`config.mk`:
```
export PLATFORM = sky130hd
export DESIGN_NAME = pl_kernel_hls_deadlock_trace_ctrl_flat
export DESIGN_NICKNAME = d
export VERILOG_FILES = /design/src/rtl/pl_kernel_hls_deadlock_trace_ctrl_pkg.sv /design/src/rtl/pl_kernel_hls_deadlock_trace_ctrl_if.sv /design/src/rtl/pl_kernel_hls_deadlock_trace_ctrl_fifo.sv /design/src/rtl/pl_kernel_hls_deadlock_trace_ctrl.sv /design/src/flat_wrapper.sv
export SDC_FILE = /design/constraint.sdc
export NUM_CORES = 1
export LEC_CHECK = 0
export CAP_MARGIN = 20
export CORE_MARGIN = 2
export CORE_UTILIZATION = 56
export CTS_CLUSTER_SIZE = 28
export DETAILED_ROUTE_END_ITERATION = 16
export GPL_TIMING_DRIVEN = 1
export PLACE_DENSITY = 0.77
export SETUP_SLACK_MARGIN = 0.4
export SLEW_MARGIN = 20
export SYNTH_ARGS = -nofsm -noshare
export SYNTH_HDL_FRONTEND = slang
export SYNTH_HIERARCHICAL = 1
export SYNTH_SLANG_ARGS = --single-unit
```
`constraint.sdc`:
```
create_clock -name clock -period 3 [get_ports clock]
set_input_delay 0.6 -clock clock [delete_from_list [all_inputs] [get_ports clock]]
set_output_delay 0.6 -clock clock [all_outputs]
set_load 0.02 [all_outputs]
```
`src/rtl/pl_kernel_hls_deadlock_trace_ctrl_pkg.sv`:
```
// Shared types and helpers for the HLS deadlock trace controller.
// Process vectors wider than MAX_PROC are not supported by lowest_set.
package pl_kernel_hls_dl_pkg;

  localparam int MAX_PROC = 64;

  typedef enum logic [1:0] {
    DL_IDLE   = 2'd0,
    DL_ORIGIN = 2'd1,
    DL_TRACE  = 2'd2,
    DL_DONE   = 2'd3
  } dl_state_e;

  function automatic int id_width(input int n);
    return (n > 2) ? $clog2(n) : 1;
  endfunction

  // Lowest set index; ties between processes always go to the lower ID.
  function automatic int unsigned lowest_set(input logic [MAX_PROC-1:0] v);
    int unsigned idx;
    idx = 0;
    for (int i = MAX_PROC - 1; i >= 0; i--)
      if (v[i]) idx = unsigned'(i);
    return idx;
  endfunction

endpackage

```
`src/rtl/pl_kernel_hls_deadlock_trace_ctrl_if.sv`:
```
// Report channel carrying visited process IDs to the debug/host side.
interface pl_kernel_hls_dl_report_if #(
  parameter int ID_W = 2
);
  logic            report_valid;
  logic            report_ready;
  logic [ID_W-1:0] report_id;

  modport master (output report_valid, output report_id, input report_ready);
  modport slave  (input report_valid, input report_id, output report_ready);
endinterface

```
`src/rtl/pl_kernel_hls_deadlock_trace_ctrl_fifo.sv`:
```
// First-word-fall-through report FIFO; a push into a full FIFO only
// lands when a pop frees a slot in the same cycle.
module pl_kernel_hls_dl_report_fifo #(
  parameter int DEPTH = 8,
  parameter int W     = 2
) (
  input  logic         clock,
  input  logic         reset,
  input  logic         flush,
  input  logic         push,
  input  logic [W-1:0] push_data,
  input  logic         pop,
  output logic [W-1:0] head,
  output logic         empty,
  output logic         full
);
  localparam int PW = (DEPTH > 1) ? $clog2(DEPTH) : 1;
  localparam int CW = $clog2(DEPTH + 1);

  logic [W-1:0]  mem [DEPTH];
  logic [PW-1:0] wr_ptr;
  logic [PW-1:0] rd_ptr;
  logic [CW-1:0] count;
  logic          do_pop;
  logic          do_push;

  function automatic logic [PW-1:0] nxt(input logic [PW-1:0] p);
    return (p == PW'(DEPTH - 1)) ? '0 : p + PW'(1);
  endfunction

  assign empty   = (count == '0);
  assign full    = (count == CW'(DEPTH));
  assign do_pop  = pop & ~empty;
  assign do_push = push & (~full | do_pop);
  assign head    = empty ? '0 : mem[rd_ptr];

  always_ff @(posedge clock or negedge reset) begin
    if (!reset) begin
      wr_ptr <= '0;
      rd_ptr <= '0;
      count  <= '0;
    end else if (flush) begin
      wr_ptr <= '0;
      rd_ptr <= '0;
      count  <= '0;
    end else begin
      if (do_push) wr_ptr <= nxt(wr_ptr);
      if (do_pop)  rd_ptr <= nxt(rd_ptr);
      count <= count + CW'(do_push) - CW'(do_pop);
    end
  end

  always_ff @(posedge clock) begin
    if (do_push && !flush) mem[wr_ptr] <= push_data;
  end

endmodule

```
`src/rtl/pl_kernel_hls_deadlock_trace_ctrl.sv`:
```
// Central deadlock trace controller: debounces detect flags, elects an
// origin, follows the token around the cycle and logs visited IDs.
//
// state  | meaning
// IDLE   | debouncing dl_detect_vec
// ORIGIN | one cycle: pulse origin, raise dl_detect_in, log origin ID
// TRACE  | log each token hit until return to origin or timeout
// DONE   | trace complete, dl_detect_in held until sw_clear
module pl_kernel_hls_deadlock_trace_ctrl
  import pl_kernel_hls_dl_pkg::*;
#(
  parameter int PROC_NUM      = 4,
  parameter int DEBOUNCE      = 16,
  parameter int TRACE_TIMEOUT = 64,
  parameter int FIFO_DEPTH    = 8,
  parameter int ID_W          = id_width(PROC_NUM)
) (
  input  logic                reset,
  input  logic                clock,
  input  logic [PROC_NUM-1:0] dl_detect_vec,
  input  logic [PROC_NUM-1:0] token_hit_vec,
  input  logic                sw_clear,
  output logic                dl_detect_in,
  output logic [PROC_NUM-1:0] origin_vec,
  output logic [PROC_NUM-1:0] token_clear_vec,
  pl_kernel_hls_dl_report_if.master report,
  output logic                busy,
  output logic                done,
  output logic                timeout,
  output logic                overflow,
  output logic                multi_token
);
  localparam logic [1:0] S_IDLE   = DL_IDLE;
  localparam logic [1:0] S_ORIGIN = DL_ORIGIN;
  localparam logic [1:0] S_TRACE  = DL_TRACE;
  localparam logic [1:0] S_DONE   = DL_DONE;
  localparam int DW = $clog2(DEBOUNCE + 1);
  localparam int HW = $clog2(TRACE_TIMEOUT);

  logic [1:0]          state;
  logic [1:0]          state_nxt;
  logic [DW-1:0]       deb_cnt;
  logic [HW-1:0]       hop_cnt;
  logic [ID_W-1:0]     origin_id;
  logic [PROC_NUM-1:0] origin_1h;
  logic                any_det;
  logic                deb_hit;
  logic                ret_hit;
  logic                hop_last;
  logic                multi_hit;
  logic                push;
  logic [ID_W-1:0]     push_id;
  logic                pop;
  logic                fifo_empty;
  logic                fifo_full;
  logic [ID_W-1:0]     fifo_head;

  assign any_det   = |dl_detect_vec;
  assign deb_hit   = (state == S_IDLE) & any_det & (deb_cnt == DW'(DEBOUNCE - 1));
  assign origin_1h = PROC_NUM'(1) << origin_id;
  assign ret_hit   = (state == S_TRACE) & ~sw_clear
                   & token_hit_vec[origin_id] & dl_detect_vec[origin_id];
  assign hop_last  = (hop_cnt == HW'(TRACE_TIMEOUT - 1));
  assign multi_hit = (token_hit_vec & (token_hit_vec - PROC_NUM'(1))) != '0;

  assign token_clear_vec = ret_hit ? origin_1h : '0;
  assign busy            = (state != S_IDLE);
  assign done            = (state == S_DONE);

  // On the return hit the origin ID is logged even if a lower index also hit.
  always_comb begin
    push    = 1'b0;
    push_id = origin_id;
    if (!sw_clear) begin
      if (state == S_ORIGIN) begin
        push = 1'b1;
      end else if (state == S_TRACE && token_hit_vec != '0) begin
        push = 1'b1;
        if (!ret_hit) push_id = ID_W'(lowest_set(MAX_PROC'(token_hit_vec)));
      end
    end
  end

  always_comb begin
    state_nxt = state;
    case (state)
      S_IDLE:   if (deb_hit) state_nxt = S_ORIGIN;
      S_ORIGIN: state_nxt = S_TRACE;
      S_TRACE:  if (ret_hit || hop_last) state_nxt = S_DONE;
      default:  state_nxt = state;
    endcase
    if (sw_clear && state != S_IDLE) state_nxt = S_IDLE;
  end

  always_ff @(posedge clock or negedge reset) begin
    if (!reset) begin
      state        <= S_IDLE;
      deb_cnt      <= '0;
      hop_cnt      <= '0;
      origin_id    <= '0;
      dl_detect_in <= 1'b0;
      origin_vec   <= '0;
      timeout      <= 1'b0;
      overflow     <= 1'b0;
      multi_token  <= 1'b0;
    end else begin
      state <= state_nxt;
      if (state != S_IDLE || !any_det || deb_hit) deb_cnt <= '0;
      else                                        deb_cnt <= deb_cnt + DW'(1);
      hop_cnt <= (state == S_TRACE) ? hop_cnt + HW'(1) : '0;
      if (deb_hit) origin_id <= ID_W'(lowest_set(MAX_PROC'(dl_detect_vec)));
      dl_detect_in <= (state_nxt == S_TRACE) || (state_nxt == S_DONE);
      origin_vec   <= (state == S_ORIGIN && !sw_clear) ? origin_1h : '0;
      if (deb_hit) begin
        timeout     <= 1'b0;
        overflow    <= 1'b0;
        multi_token <= 1'b0;
      end else begin
        if (state == S_TRACE && !sw_clear && !ret_hit && hop_last) timeout <= 1'b1;
        if (push && fifo_full && !pop) overflow <= 1'b1;
        if (state == S_TRACE && !sw_clear && multi_hit) multi_token <= 1'b1;
      end
    end
  end

  assign pop                 = ~fifo_empty & report.report_ready;
  assign report.report_valid = ~fifo_empty;
  assign report.report_id    = fifo_head;

  pl_kernel_hls_dl_report_fifo #(
    .DEPTH (FIFO_DEPTH),
    .W     (ID_W)
  ) u_fifo (
    .clock     (clock),
    .reset     (reset),
    .flush     (deb_hit),
    .push      (push),
    .push_data (push_id),
    .pop       (pop),
    .head      (fifo_head),
    .empty     (fifo_empty),
    .full      (fifo_full)
  );

endmodule

```
`src/flat_wrapper.sv`:
```
// flat-port wrapper written by rule: the top's interface ports become plain ports
module pl_kernel_hls_deadlock_trace_ctrl_flat import pl_kernel_hls_dl_pkg::*;
#(
  parameter int PROC_NUM      = 4,
  parameter int DEBOUNCE      = 16,
  parameter int TRACE_TIMEOUT = 64,
  parameter int FIFO_DEPTH    = 8,
  parameter int ID_W          = id_width(PROC_NUM)
)
  (reset, clock, dl_detect_vec, token_hit_vec, sw_clear, dl_detect_in, origin_vec, token_clear_vec, busy, done, timeout, overflow, multi_token, report_report_valid, report_report_id, report_report_ready);
  pl_kernel_hls_dl_report_if #(.ID_W(ID_W)) report_i ();
  input  logic reset;
  input  logic clock;
  input  logic [PROC_NUM-1:0] dl_detect_vec;
  input  logic [PROC_NUM-1:0] token_hit_vec;
  input  logic sw_clear;
  output logic dl_detect_in;
  output logic [PROC_NUM-1:0] origin_vec;
  output logic [PROC_NUM-1:0] token_clear_vec;
  output logic busy;
  output logic done;
  output logic timeout;
  output logic overflow;
  output logic multi_token;
  output wire logic [$bits(report_i.report_valid)-1:0] report_report_valid;
  output wire logic [$bits(report_i.report_id)-1:0] report_report_id;
  input wire logic [$bits(report_i.report_ready)-1:0] report_report_ready;
  assign report_report_valid = report_i.report_valid;
  assign report_report_id = report_i.report_id;
  assign report_i.report_ready = report_report_ready;
  pl_kernel_hls_deadlock_trace_ctrl #(.PROC_NUM(PROC_NUM), .DEBOUNCE(DEBOUNCE), .TRACE_TIMEOUT(TRACE_TIMEOUT), .FIFO_DEPTH(FIFO_DEPTH), .ID_W(ID_W)) u_core (.reset(reset), .clock(clock), .dl_detect_vec(dl_detect_vec), .token_hit_vec(token_hit_vec), .sw_clear(sw_clear), .dl_detect_in(dl_detect_in), .origin_vec(origin_vec), .token_clear_vec(token_clear_vec), .report(report_i), .busy(busy), .done(done), .timeout(timeout), .overflow(overflow), .multi_token(multi_token));
endmodule
```
==> impl_results.md <==
* N_diodes at 0
* Area growth from synthesis to layout at 20.80%
* Relative slew slack at 0.3953
* Internal at ~1.4 mW
* Grt ovf at 0
* CP arrival at between 2 and 3 ns
* # DRC at 0
* R2R depth at 11
* Mapped Nets at around 250
* CTS tree: done
* Dpl ws at -0.1221 ns
* Cell Area, Synth at around 2500 µm²
* Worst Path Required at approximately 3.2 ns
* Final period utilization at 0.8520
* Crit Path Class: primary input to flop
* Worst VDD drop at between 0.4 and 0.5 mV
* Critical path's largest stage delay at approximately 0.35 ns
* Worst skew pair latency at about 0.30 ns
* Pin count of the biggest net entering global routing at 34
* Endpoints failing hold at 0
* Initial Utilization at 0.5845
* Reg2reg end: u_core/u_fifo/count[3]$_DFF_PN0_
* Post-synth top flop: dfrtp_1
* Final worst slack at approximately 0.44 ns
* Layout cells sized above 1 at 0.2255
* CTS Root Cell: clkbuf_8
* Worst Hold Class: flop to flop
* Synthesized flop and latch total at 49
* LEAKAGE at between 1 and 1.5 nW
* Min Tclk post-route at 2.556 ns
* CP max-delay cell: or3_4
* Average via count per standard cell at 5.529
* Reg2reg start: u_core/u_fifo/count[2]$_DFF_PN0_
* Status: complete, no violations
* Post-synth EDFFs at 16
* Final setup viols at 0
* Clock network fraction of total power at 0.179
* Largest delay share family, worst path: simple AND/OR/NAND/NOR gates
* IO Pins at 29
* Slew @ Worst Pin at about 0.90 ns
* WHS at about 0.46 ns
* H-tree depth at 2
* Mean area per synthesized cell at about 11 µm²
* Net Sw Power at approximately 0.72 mW
* Max Root-Sink Buffers at 2
* CTS clock-pin slew for the worst setup and hold paths at roughly 0.090 ns
* Worst Setup Start Kind: primary input
* Postcts setup bufs at 0
* First-pass GRT wire length at 8556 µm
* 1st-pass router iterations at 4
* Pwr/cell area at roughly 690 nW/µm²
* Comb power frac at 0.374
* Final Util at 0.7060
* Seq pwr share at 0.447
* CP Cell Sequence: dlygate4sd2_1 > nor4_4 > o21ai_1 > nor2b_2 > or3_4 > ha_1 > a21o_1 > a21oi_2 > mux2_2
* Hold EP: u_core/deb_cnt[0]$_DFF_PN0_
* Die X at 71.42 µm
* CP Capture Type: flop
* Ys Warns at 6
* Routed WL per cell at 15.21 µm
* Buf/Inv on CP at 1
* Fin nets at a little under 300
* Core area at between 4000 and 5000 µm²
* FF-to-FF setup slack at between 0.4 and 0.5 ns
* Library cells used by synthesis at 59
* HP Start: u_core/deb_cnt[0]$_DFF_PN0_
* Post-Syn Instances at 224
* Sw Ratio at 0.3424
* Full die area at 5100 µm²
* ANT nets after route at 0
* Final Max Tran Viols at 0
* MaxCap Viol Count at 0
* TritonCTS Buffers at 5
* Vias in the first global route at roughly 1900
* Gr usage total at 0.2166
* Vias post-DR at about 1800
* Final HPWL DP at 3771 µm
* Clock Skew at 0.008922 ns
* CP max FO at 3
* WL final at between 4000 and 5000 µm
* GPL Wtd Cong at 0.8790
* FFs w/ async S/R, synth at 0.6735
* # port buffers at 28
* # rows at 24
* Seq/Total Area, Yosys at 0.5133
* Antenna violations before repair at 0
* Fmax at ~0.39 GHz
* Detailed Route Iter0 Violations at 95
* RSZ-0062 raised after global routing: true
* Die height at around 71 µm
* Clock sink count at 49
* Hold Crit Depth at 1
-- kinds of logic after synthesis --
| family | synth area share |
|---|---|
| buf+inv | 0.04080 |
| flops | 0.5133 |
| mux | 0.06392 |
| simple gates | 0.2237 |
| xor+xnor | 0.02065 |
| compound gates | 0.07178 |
| fa+ha+maj | 0.06588 |
-- layer usage --
layer  vias up  GRT usage  wire [µm]
met3         5    0.04782        241
met2        43     0.3817       2592
met1       867     0.2604       2092
met4         0    0.07966         47
met5         -          0          0
li1        893          -          -
-- sequential cells by signal (all words and copies together), names as in the netlist --
signal                count
u_core/origin_id          2
u_core/multi_token        1
u_core/origin_vec         4
u_core/u_fifo/count       4
u_core/deb_cnt            5
u_core/hop_cnt            6
u_core/u_fifo/rd_ptr      3
u_core/state              2
u_core/u_fifo/wr_ptr      3
u_core/overflow           1
u_core/u_fifo/mem        16
u_core/dl_detect_in       1
u_core/timeout            1
-- final cells by class --
class	instances	area, µm²
repair buffers	48	389.1
clock inverters	2	13.76
inverters	16	62.56
flip-flops and latches	49	1306
multi-input cells	154	1165
well taps	52	65.06
clock buffers	6	72.57
fillers	319	1280
-- worst max-delay path by stage --
stage	from	endpoint	slack [ns]	cells after the start
after global placement	token_hit_vec[0]	u_core/u_fifo/count[3]$_DFF_PN0_	-0.10	9
after global routing	u_core/u_fifo/count[3]$_DFF_PN0_	u_core/u_fifo/count[3]$_DFF_PN0_	0.37	11
after detailed placement	token_hit_vec[0]	u_core/u_fifo/count[3]$_DFF_PN0_	-0.12	9
after floorplan	token_hit_vec[0]	u_core/u_fifo/count[3]$_DFF_PN0_	0.48	8
after CTS	u_core/u_fifo/count[2]$_DFF_PN0_	report_report_id[0]	0.42	7
final	token_hit_vec[1]	u_core/u_fifo/count[3]$_DFF_PN0_	0.44	9
-- synth_stat cells, types with 2 or more instances --
library cell  number  area share
dfrtp_1           33        0.32
nor2_1            29       0.043
edfxtp_1          16        0.19
inv_1             15       0.022
ha_1              11       0.054
a21oi_1            9       0.018
nand2_1            9       0.013
nand2b_1           7       0.017
nand3_1            7       0.014
nor2b_1            6       0.015
nor3_1             6       0.012
mux2i_1            5       0.020
o21ai_0            5      0.0098
mux4_2             4       0.035
nor4_1             4      0.0098
a31oi_1            3      0.0074
xnor2_1            3       0.010
xor2_1             3       0.010
mux2_2             2      0.0088
nand3b_1           2      0.0059
nand4b_1           2      0.0069
o211ai_1           2      0.0059
o21a_1             2      0.0059
or2_2              2      0.0049
or3_1              2      0.0049
or3_2              2      0.0059
-- what timing repair did --
action | CTS | global route
endpoints found under the setup margin | 10 | 15
hold buffers | 0 | 0
endpoints found under the hold margin | 0 | 0
pin swaps | 1 | 3
gates resized for setup | 24 | 15
-- power groups by stage --
stage          sequential, mW  clock, mW  combinational [mW]
2_1_floorplan           0.913          0               0.584
3_3_place_gp            0.951          0               0.763
3_5_place_dp            0.958          0               0.804
4_1_cts                 0.946      0.390               0.787
5_1_grt                 0.964      0.424               0.888
6_report                0.947      0.379               0.792
-- layout by cell type, fill, tap and decap left out, types with 4 or more instances in the layout --
master,count
nand2_1,9
ha_1,10
a21oi_1,8
buf_4,21
edfxtp_1,16
nor2_1,29
nand2b_1,7
mux4_2,4
clkbuf_2,4
clkdlybuf4s50_1,17
nor2b_1,5
dfrtp_1,33
mux2i_1,5
inv_1,14
nor3_1,6
clkbuf_8,5
o21ai_0,4
nand3_1,7
-- through the flow --
stage	power, mW	instances	instance area [µm²]	setup TNS [ns]
6_report	2.117	327	3074	0
5_1_grt	2.275	327	3074	0
4_1_cts	2.122	327	3093	0
3_5_place_dp	1.762	319	3012	-0.3702
3_3_place_gp	1.714	319	3012	-0.1563
2_1_floorplan	1.498	224	2557	0
Power figures use the tool's default switching activity.
